## config.mk

```make
export PLATFORM = sky130hd
export DESIGN_NAME = mant_mult_seq
export DESIGN_NICKNAME = d
export VERILOG_FILES = /design/src/rtl/fp_pkg.sv /design/src/rtl/mant_mult_seq.sv
export SDC_FILE = /design/constraint.sdc
export NUM_CORES = 1
export LEC_CHECK = 0
export CAP_MARGIN = 20
export CORE_UTILIZATION = 57
export CTS_CLUSTER_DIAMETER = 30
export CTS_CLUSTER_SIZE = 8
export DETAILED_ROUTE_END_ITERATION = 8
export PLACE_DENSITY_LB_ADDON = 0.15
export REMOVE_ABC_BUFFERS = 1
export SYNTH_ARGS = -nofsm -noshare
export SYNTH_HDL_FRONTEND = slang
export SYNTH_SLANG_ARGS = --single-unit
```

## constraint.sdc

```tcl
create_clock -name clk -period 4.9 [get_ports clk]
set_input_delay 0.49 -clock clk [delete_from_list [all_inputs] [get_ports clk]]
set_output_delay 0.49 -clock clk [all_outputs]
set_load 0.05 [all_outputs]
```

## src/rtl/fp_pkg.sv

```systemverilog
// Shared floating-point constants and FSM encoding for the multiplier
// and normalizer datapaths.
package fp_pkg;

   localparam int EW   = 8;
   localparam int FW   = 23;
   localparam int BIAS = 127;

   typedef enum logic [1:0] {
      IDLE = 2'd0,
      RUN  = 2'd1,
      DONE = 2'd2
   } mult_state_t;

endpackage

```

## src/rtl/mant_mult_seq.sv

```systemverilog
// Sequential shift-add mantissa multiplier: one multiplier bit per cycle,
// fixed MW-cycle run, with sign/exponent/zero side results for the normalizer.
module mant_mult_seq #(
   parameter int EW = fp_pkg::EW,
   parameter int FW = fp_pkg::FW
) (
   input  logic                 clk,
   input  logic                 rst_n,
   input  logic                 start,
   input  logic [EW+FW:0]       a,
   input  logic [EW+FW:0]       b,
   output logic                 busy,
   output logic                 done,
   output logic [2*(FW+1)-1:0]  prdt,
   output logic                 sign,
   output logic signed [EW+1:0] exp_sum,
   output logic                 zero
);
   import fp_pkg::*;

   localparam int MW = FW + 1;
   localparam int PW = 2 * MW;
   localparam int CW = $clog2(MW) + 1;
   localparam logic [CW-1:0] LAST_CNT = CW'(MW - 1);
   localparam logic [EW+1:0] BIAS_X   = (EW+2)'(BIAS);

   mult_state_t   state;
   logic [PW-1:0] acc;
   logic [MW-1:0] mcand;
   logic [MW-1:0] mplier;
   logic [CW-1:0] cnt;

   logic [EW-1:0] ea, eb;
   logic [FW-1:0] fa, fb;
   logic [PW-1:0] addend;

   assign ea = a[FW +: EW];
   assign eb = b[FW +: EW];
   assign fa = a[FW-1:0];
   assign fb = b[FW-1:0];

   // Partial product for the current multiplier bit, weighted by the step count.
   assign addend = {{MW{1'b0}}, mcand} << cnt;

   // NOTE: every register here uses non-blocking assignment so all state
   // updates see the pre-edge values, regardless of statement order.
   always_ff @(posedge clk or negedge rst_n) begin
      if (!rst_n) begin
         // NOTE: the datapath registers are reset too, so an aborted run
         // leaves nothing behind and a fresh start begins from a known state.
         state   <= IDLE;
         busy    <= 1'b0;
         done    <= 1'b0;
         prdt    <= '0;
         sign    <= 1'b0;
         exp_sum <= '0;
         zero    <= 1'b0;
         acc     <= '0;
         mcand   <= '0;
         mplier  <= '0;
         cnt     <= '0;
      end else begin
         unique case (state)
            IDLE: begin
               done <= 1'b0;
               if (start) begin
                  // Hidden bit is 0 for a zero (or subnormal) exponent field.
                  mcand   <= {|ea, fa};
                  mplier  <= {|eb, fb};
                  acc     <= '0;
                  cnt     <= '0;
                  sign    <= a[EW+FW] ^ b[EW+FW];
                  exp_sum <= signed'({2'b00, ea} + {2'b00, eb} - BIAS_X);
                  zero    <= (ea == '0) || (eb == '0);
                  busy    <= 1'b1;
                  state   <= RUN;
               end
            end
            RUN: begin
               if (mplier[0]) acc <= acc + addend;
               mplier <= mplier >> 1;
               cnt    <= cnt + 1'b1;
               if (cnt == LAST_CNT) state <= DONE;
            end
            DONE: begin
               done  <= 1'b1;
               prdt  <= acc;
               busy  <= 1'b0;
               state <= IDLE;
            end
            default: state <= IDLE;
         endcase
      end
   end

endmodule

```

### After elaboration in Yosys (flattened, before gate mapping)

Index checks and enable logic that the tools add are counted.

| word-level totals | value |
|---|---|
| flip-flop bits (word level) | 166 |
| output and inout bits | 62 |

| cells by class | value |
|---|---|
| $add $sub $neg | 4 |
| equal/unequal tests | 6 |
| shift-type cells | 1 |
| muxes and demuxes | 13 |
| bitwise gates (word level) | 1 |
| reductions and logical operators | 13 |

Operators by type and width:

| operator | count |
|---|---|
| 48-bit two-way mux | 2 |
| 48-bit case mux with 2 select lines | 1 |
| 48-bit adder | 1 |
| 24-bit case mux with 2 select lines | 1 |
| 24-bit by 6-bit left shift with 48-bit output | 1 |
| 24-bit two-way mux | 1 |
| 8-bit logical NOT | 2 |
| 8-bit OR reduction | 2 |
| 6-bit case mux with 2 select lines | 1 |
| 9-bit by 7-bit subtractor with 10-bit output, second input constant | 1 |
| 8-bit by 8-bit adder with 9-bit output | 1 |
| 2-bit AND reduction | 4 |
| 6-bit by 1-bit adder with 6-bit output, second input constant | 1 |
| 6-bit by 5-bit equality test with 1-bit output, second input constant | 1 |
| 6-bit two-way mux | 1 |
| 2-bit inequality test, second input constant | 3 |
| 2-bit two-way mux | 2 |
| 1-bit case mux with 2 select lines | 2 |
| 2-bit case mux with 2 select lines | 1 |
| 2-bit nonzero test | 2 |
| 3-bit AND reduction | 1 |
| 2-bit by 1-bit equality test with 1-bit output, second input constant | 1 |
| 2-bit equality test, second input constant | 1 |
| 2-bit logical NOT | 1 |
| other kinds (3) | 3 |

### Logic depth before layout (Yosys ltp)

Gate-level depths: netlist of the first run.

| depth | value |
|---|---|
| word-level depth | 4 |
| gate-level depth with buffers | 22 |

### Least setup slack after synthesis of the first run

OpenSTA, ideal clock, no wires.

| path | value |
|---|---|
| path kind | reg-to-reg |
| from | register cnt[1] |
| to | register acc[39] |
| data arrival time | 4.181 ns |
| path slack | 0.592 ns |
| cell stages (with the launch flop) | 22 |
| buffers on the path | 4 |
| clock period less this slack | 4.308 ns |
| path through | dfrtp_1 > buf_2 > buf_2 > clkbuf_1 > mux4_2 > mux2i_1 > nand2_1 > o21ai_0 > nor2_1 > a31oi_1 > nor2_1 > ha_1 > buf_4 > a21oi_1 > o21ai_0 > or2_1 > a311oi_2 > nor2_1 > a221o_1 > a21oi_2 > mux2i_1 > nand3_1 |

| between the ends | value |
|---|---|
| cells in the longest elaborated chain, start to end | 4 |

RTL lines:

| element | line | RTL |
|---|---|---|
| start, declared | mant_mult_seq.sv:31 | `logic [CW-1:0] cnt;` |
| start signal, assigned | mant_mult_seq.sv:82 | `cnt <= cnt + 1'b1;` |
| 24-bit by 6-bit left shift with 48-bit output | mant_mult_seq.sv:43 | `assign addend = {{MW{1'b0}}, mcand} << cnt;` |
| 48-bit adder | mant_mult_seq.sv:80 | `if (mplier[0]) acc <= acc + addend;` |
| 48-bit two-way mux | mant_mult_seq.sv:80 |  |
| 48-bit case mux with 2 select lines | mant_mult_seq.sv:63 | `unique case (state)` |
| end signal, assigned | mant_mult_seq.sv:80 |  |
| end, declared | mant_mult_seq.sv:28 | `logic [PW-1:0] acc;` |

Every way passes these cells. The select of a mux whose other input is x is not followed.
A chain may end at the register's enable or synchronous reset.

### Worst setup path after layout of the first run

Same ends and word-level chain as after synthesis.

==> flow_metrics.tcl, run 1 <==
set metrics [dict create \
    run_status "finished, final reports clean" \
    worstSkewPairLatency_ns 0.44 \
    hold_viol_final 0 \
    critPathKind "flop to flop" \
    longest_clk_path_bufs 2 \
    viasPerCell 5.94 \
    postSynthAreaPerCell_sq_um 8.74 \
    synth_compound_gate_area_share_pct 18.2 \
    root_buffer "sky130_fd_sc_hd__clkbuf_16" \
    powerDensity_nw_per_um2 823 \
    r2r_cells 18 \
    synth_top_family_by_area "compound AO/OA/AOI/OAI gates" \
    htree_levels 4 \
    grt_setup_unrepaired "no" \
    slew_viol_final 0 \
    number_of_nets_at_the_end_of_the_flow 1493 \
    first_iter_violations 652 \
    cts.clk_slew.worst_paths_ns 0.07 \
    drt_pass1_iterations 5 \
    port_buffers 128 \
    numClockSinks 166 \
    fp.dieW_um 140 \
    postSynth.asyncResetShare_pct 100 \
    pre_cts_slack_ns 0.290 \
    finalClockSkew_ns 0.0110 \
    synth.ff_latch_count 166 \
    crit_arrival_ns 4.87 \
    congestion_overflow_gr 0 \
    num_antenna_cells 0 \
    layout_setup_ws_ns 0.344 \
    gp_routability_congestion 0.969 \
    endpoint_kind "flop" \
    static-leakage-power_nw 6.05 \
    synth_cells 1242 \
    muxShareOfSynthArea_pct 10.9 \
    worstPathCellList "buf_12, mux2i_1, o21ai_0, mux2i_1, nand2_1, o21ai_0, buf_4, nor2_1, ha_1, a21oi_1, o21ai_0, or2_1, a311oi_2, nor2_1, a221o_1, a21oi_2, mux2i_1, nand3_1" \
    effective_utilization_at_floorplan_pct 58.1 \
    grt_pass1_wl_mm 47.7 \
    routed-via-count 9549 \
    max_cap_violations 0 \
    totalNegativeSetupSlack_ns 0 \
    critical_path_peak_fanout 36 \
    drc 0 \
    vdd_ir_drop_max_v 0.000365 \
    cts-buffers-inserted 17 \
    required_ns 5.22 \
    timing.slew.headroom_pct 55.1 \
    finalWirelength_mm 28.8 \
    timing.critical_path.slowest_stage_cell "sky130_fd_sc_hd__o21ai_0" \
    max_freq_mhz 219 \
    final-setup-viol-count 0 \
    antenna_found_initial 0 \
    layout_commonest_cell "sky130_fd_sc_hd__nand2_1" \
    tritoncts_clock_tree "built" \
    crit_path_max_incr_delay_ns 0.50 \
    synthDistinctLibCells 63 \
    die-height_um 140 \
    xor_xnor_fraction_of_synth_area_pct 4.19 \
    synth-edff-count 0 \
    syn-cell-area_sq_um 10900 \
    route.detailed.wl_per_inst_um 17.9 \
    areaGrowthSynthToFinish_pct 20.7 \
    die-area_sq_um 19600 \
    global_route.usage.total_pct 30.9 \
    ys.warnings.count 0 \
    post_route_cells_drive_above_1_share_pct 11.9 \
    first_global_vias 9128 \
    worstMarginPinSlew_ns 0.674 \
    grt_max_degree 96 \
    core_sq_um 18700 \
    worst_setup_path_start_kind "flop" \
    final_cell_mix "268 x sky130_fd_sc_hd__nand2_1, 165 x sky130_fd_sc_hd__dfrtp_1, 127 x sky130_fd_sc_hd__clkdlybuf4s50_1" \
    layout_min_cycle_time_ns 4.56 \
    synthSimpleGateAreaFrac_pct 17.4 \
    fillers 1457 \
    boundaryPins 129 \
    hold_path_class "input pin to async pin" \
    synth_seq_area_share_pct 38.2 \
    std_cell_rows 50 \
    dp_hpwl_mm 21.5 \
    ant_nets 0 \
    post_synth_fa_ha_maj_area_fraction_pct 7.63 \
    layout_worst_path_cycle_share_pct 93.0 \
    synthFlopType "sky130_fd_sc_hd__dfrtp_1" \
]
-- logic make-up after synthesis --
logic type      after synthesis
flops                       166
fa+ha+maj                    65
xor+xnor                     52
buf+inv                      94
mux                          99
compound gates              319
simple gates                447
-- area by class of cell --
type | count | area (sq um) | share of cell area [%]
Tap cell | 234 | 293 | 2.23
Inverter | 25 | 93.8 | 0.716
Multi-Input combinational cell | 982 | 6350 | 48.5
Clock inverter | 15 | 171 | 1.31
Timing Repair Buffer | 169 | 1620 | 12.3
Clock buffer | 17 | 425 | 3.25
Sequential cell | 166 | 4160 | 31.7
-- layer usage --
metal	wire (um)	track usage, %	vias up	share of wire [%]
met3	1380	5.50	45	4.8
li1	-	-	4663	-
met4	503	9.49	0	1.7
met1	13200	41.8	4529	46
met2	13700	50.5	312	48
met5	0	0	-	0
-- state kept, by name, summed over array words and instances (netlist names) --
| signal | cells |
|---|---|
| acc | 48 |
| busy | 1 |
| cnt | 6 |
| done | 1 |
| exp_sum | 10 |
| mcand | 24 |
| mplier | 24 |
| prdt | 48 |
| sign | 1 |
| state | 2 |
| zero | 1 |
-- synthesized netlist by cell type, types with 4 or more instances --
library cell	instances	area, sq um
sky130_fd_sc_hd__nand2_1	268	1010
sky130_fd_sc_hd__dfrtp_1	166	4150
sky130_fd_sc_hd__o21ai_0	94	470
sky130_fd_sc_hd__nor2_1	92	345
sky130_fd_sc_hd__a21oi_1	76	380
sky130_fd_sc_hd__ha_1	63	788
sky130_fd_sc_hd__mux2_2	61	687
sky130_fd_sc_hd__clkbuf_1	49	184
sky130_fd_sc_hd__xnor2_1	31	272
sky130_fd_sc_hd__mux2i_1	29	290
sky130_fd_sc_hd__a21o_1	25	188
sky130_fd_sc_hd__a22oi_1	25	188
sky130_fd_sc_hd__inv_1	23	86.3
sky130_fd_sc_hd__xor2_1	21	184
sky130_fd_sc_hd__nand3_1	17	85.1
sky130_fd_sc_hd__a31oi_1	14	87.6
sky130_fd_sc_hd__o22ai_1	14	87.6
sky130_fd_sc_hd__o21bai_1	13	97.6
sky130_fd_sc_hd__nor2b_1	12	75.1
sky130_fd_sc_hd__a211oi_1	11	82.6
sky130_fd_sc_hd__buf_2	11	55.1
sky130_fd_sc_hd__nand4_1	10	62.6
sky130_fd_sc_hd__mux4_2	9	203
sky130_fd_sc_hd__buf_1	8	30.0
sky130_fd_sc_hd__or4_1	8	60.1
sky130_fd_sc_hd__nor3_1	7	35.0
sky130_fd_sc_hd__o21ai_1	7	35.0
sky130_fd_sc_hd__or2_2	5	31.3
sky130_fd_sc_hd__or3_1	5	31.3
sky130_fd_sc_hd__a22o_1	4	35.0
sky130_fd_sc_hd__nand2b_1	4	25.0
sky130_fd_sc_hd__nand3b_1	4	30.0
sky130_fd_sc_hd__o211ai_1	4	30.0
sky130_fd_sc_hd__o221ai_1	4	35.0
sky130_fd_sc_hd__o31ai_1	4	30.0
-- worst max-delay path: cells and delay by family (launching register included) --
kind | cells | cell delay, ns
DFF | 1 | 0.43
and+or+nand+nor | 5 | 0.77
adders and majority gates | 1 | 0.35
muxes | 3 | 0.49
AOI/OAI and AO/OA | 7 | 1.99
buffers and inverters | 2 | 0.39
-- power breakdown --
group          leakage, nW  internal, mW  total [mW]  switching (mW)
registers             2.10          1.93        2.39           0.452
clock network        0.292         0.689        1.36           0.672
logic                 3.66          2.72        7.04            4.31
-- through the flow --
step / cells / power [mW] / area (sq um) / hold WS (ns) / util (%)
floorplan: 1173 / 7.19 / 10600 / 0.194 / -
global placement: 1573 / 9.26 / 12500 / 0.459 / 66.8
detailed placement: 1573 / 9.32 / 12500 / 0.462 / 66.8
CTS: 1605 / 10.7 / 13100 / 0.0779 / 69.9
global route: 1608 / 11.6 / 13100 / 0.0989 / 70.1
finish: 1608 / 10.8 / 13100 / 0.0421 / 70.1
-- worst paths after layout --
kind                       slack, ns        end       from
setup / recovery                0.34    acc[39]     cnt[1]
hold / removal                  0.04    acc[14]      rst_n
setup reg to reg                0.34    acc[39]     cnt[1]
hold reg to reg                 0.48  mplier[3]  mplier[3]
max in group asynchronous       3.90     cnt[0]      rst_n
min in group clk                0.48  mplier[3]  mplier[3]
-- repair_timing --
item / CTS / global route
gates resized for setup: 0 / 1
hold buffers: 0 / 0
setup endpoints to repair: 0 / 7
setup buffers: 0 / 3
Power figures use the tool's default switching activity.
==> inputs of run 2 (changes only) <==
- SETUP_SLACK_MARGIN: unset -> 0.2
==> run 2 against run 1 <==
Compared with the run above:
- combinational power grew 0.9%
- power grew 0.58%
- via count shrank 0.53%
- final area grew 0.27%
- setup slack gained 0.11 ns
- largest power group unchanged
- cell count grew 0.12%
- critical path depth is the same
- critical endpoint unchanged
- sequential power is essentially flat
- largest cell class unchanged
- fmax grew 2.5%
- count of clock-buffer cells in the layout is the same
- flip-flop and latch count is the same
==> flow_metrics.tcl, run 2 (synthesis results as in run 1) <==
set metrics [dict create \
    run_status "finished, final reports clean" \
    static-leakage-power_nw 6.06 \
    dp_hpwl_mm 21.5 \
    final_cell_mix "268 x sky130_fd_sc_hd__nand2_1, 165 x sky130_fd_sc_hd__dfrtp_1, 127 x sky130_fd_sc_hd__clkdlybuf4s50_1" \
    congestion_overflow_gr 0 \
    post-place-cells 1573 \
    die-height_um 140 \
    global_route.usage.total_pct 30.9 \
    worst_setup_path_start_kind "flop" \
    finalCoreUtilization_pct 70.3 \
    layout_commonest_cell "sky130_fd_sc_hd__nand2_1" \
    worst_setup_path_startpoint "cnt[1]" \
    grt_setup_unrepaired "no" \
    final-setup-viol-count 0 \
    numClockSinks 166 \
    drc 0 \
    post_route_cells_drive_above_1_share_pct 12.2 \
    placedInstanceArea_sq_um 12500 \
    tritoncts_clock_tree "built" \
    effective_utilization_at_floorplan_pct 58.1 \
    hold_path_class "input pin to async pin" \
    die-area_sq_um 19600 \
    timing.slew.headroom_pct 54.8 \
    num_antenna_cells 0 \
    fillers 1448 \
    ant_nets 0 \
    areaGrowthSynthToFinish_pct 21.0 \
    longest_clk_path_bufs 2 \
    crit_arrival_ns 4.76 \
    drt_pass1_iterations 5 \
    hold_viol_final 0 \
    required_ns 5.22 \
    finalHoldWorstSlack_ns 0.0445 \
    max_freq_mhz 225 \
    port_buffers 128 \
    worstSkewPairLatency_ns 0.44 \
    cts-buffers-inserted 17 \
    max_cap_violations 0 \
    routed-via-count 9498 \
    route.detailed.wl_per_inst_um 17.9 \
    endpoint_kind "flop" \
    antenna_found_initial 0 \
    viasPerCell 5.90 \
    grt_pass1_wl_mm 47.7 \
    gp_routability_congestion 0.969 \
    critical_path_peak_fanout 36 \
    core_sq_um 18700 \
    cts.clk_slew.worst_paths_ns 0.07 \
    critPathKind "flop to flop" \
    powerDensity_nw_per_um2 825 \
    boundaryPins 129 \
    layout_worst_path_cycle_share_pct 90.7 \
    layout_top_registers "acc (48), prdt (48)" \
    worstMarginPinSlew_ns 0.678 \
    first_global_vias 9128 \
    timing.rr.start "cnt[1]" \
    root_buffer "sky130_fd_sc_hd__clkbuf_16" \
    fp.dieW_um 140 \
    htree_levels 4 \
    r2r_cells 18 \
    final_cells 1610 \
    slew_viol_final 0 \
    std_cell_rows 50 \
    finalClockSkew_ns 0.0133 \
    number_of_nets_at_the_end_of_the_flow 1495 \
    first_iter_violations 575 \
    finalWirelength_mm 28.9 \
    layout.cell_area.non_filler_sq_um 13100 \
    vdd_ir_drop_max_v 0.000364 \
    layout_min_cycle_time_ns 4.44 \
    grt_max_degree 96 \
]
==> run 2: cell count changes in the layout (fill, tap and decap cells not counted), sizes merged <==
cell  delta
buf      +2
==> run 2: path summary, 6_finish.rpt <==
check / endpoint / slack, ns
max in group asynchronous: cnt[0] / 3.89
setup / recovery: acc[39] / 0.46
min in group clk: mplier[3] / 0.48
setup reg to reg: acc[39] / 0.46
hold / removal: acc[14] / 0.04
hold reg to reg: mplier[3] / 0.48
==> run 2: timing repair <==
action | CTS | global route
hold buffers | 0 | 0
endpoints found under the hold margin | 0 | 0
resized for setup | 0 | 6
endpoints found under the setup margin | 0 | 17
setup buffers | 0 | 5
==> run 2: cell type report <==
cell class,instances,area (sq um),area share [%]
Inverter,25,93.8,0.714
Sequential cell,166,4160,31.6
Clock buffer,17,425,3.24
Timing Repair Buffer,171,1630,12.4
Tap cell,234,293,2.23
Multi-Input combinational cell,982,6370,48.5
Clock inverter,15,171,1.30
==> run 2: per-stage QoR <==
stage	setup slack (ns)	power [mW]	TNS, ns
finish	0.456	10.8	0
global route	0.187	11.7	0
CTS	0.249	10.7	0
detailed placement	0.290	9.32	0
global placement	0.346	9.26	0
floorplan	-1.17	7.19	-57.39
==> run 2: layer usage <==
| layer | track usage, % | share of wire, % | up-vias |
|---|---|---|---|
| li1 | - | - | 4667 |
| met5 | 0 | 0 | - |
| met2 | 50.5 | 48 | 262 |
| met3 | 5.50 | 4.7 | 44 |
| met4 | 9.49 | 2.0 | 0 |
| met1 | 41.8 | 46 | 4525 |
==> run 2: critical path: stages, from the launching register on <==
cell,delay [ns]
sky130_fd_sc_hd__dfrtp_1,0.43
sky130_fd_sc_hd__buf_12,0.24
sky130_fd_sc_hd__nor2b_1,0.08
sky130_fd_sc_hd__a211oi_1,0.21
sky130_fd_sc_hd__a21oi_1,0.09
sky130_fd_sc_hd__mux2i_1,0.18
sky130_fd_sc_hd__nor2_1,0.06
sky130_fd_sc_hd__a21oi_1,0.36
sky130_fd_sc_hd__nor2_1,0.11
sky130_fd_sc_hd__ha_1,0.36
sky130_fd_sc_hd__and2_1,0.24
sky130_fd_sc_hd__a21boi_0,0.26
sky130_fd_sc_hd__o22ai_1,0.19
sky130_fd_sc_hd__a311oi_4,0.45
sky130_fd_sc_hd__nor2_1,0.13
sky130_fd_sc_hd__a221o_1,0.40
sky130_fd_sc_hd__a21oi_2,0.25
sky130_fd_sc_hd__mux2i_1,0.20
sky130_fd_sc_hd__nand3_1,0.09
==> run 2: power by group <==
part	switching [mW]	leakage (nW)	internal, mW
clock	0.670	0.292	0.688
sequential	0.448	2.10	1.93
combinational	4.35	3.66	2.75
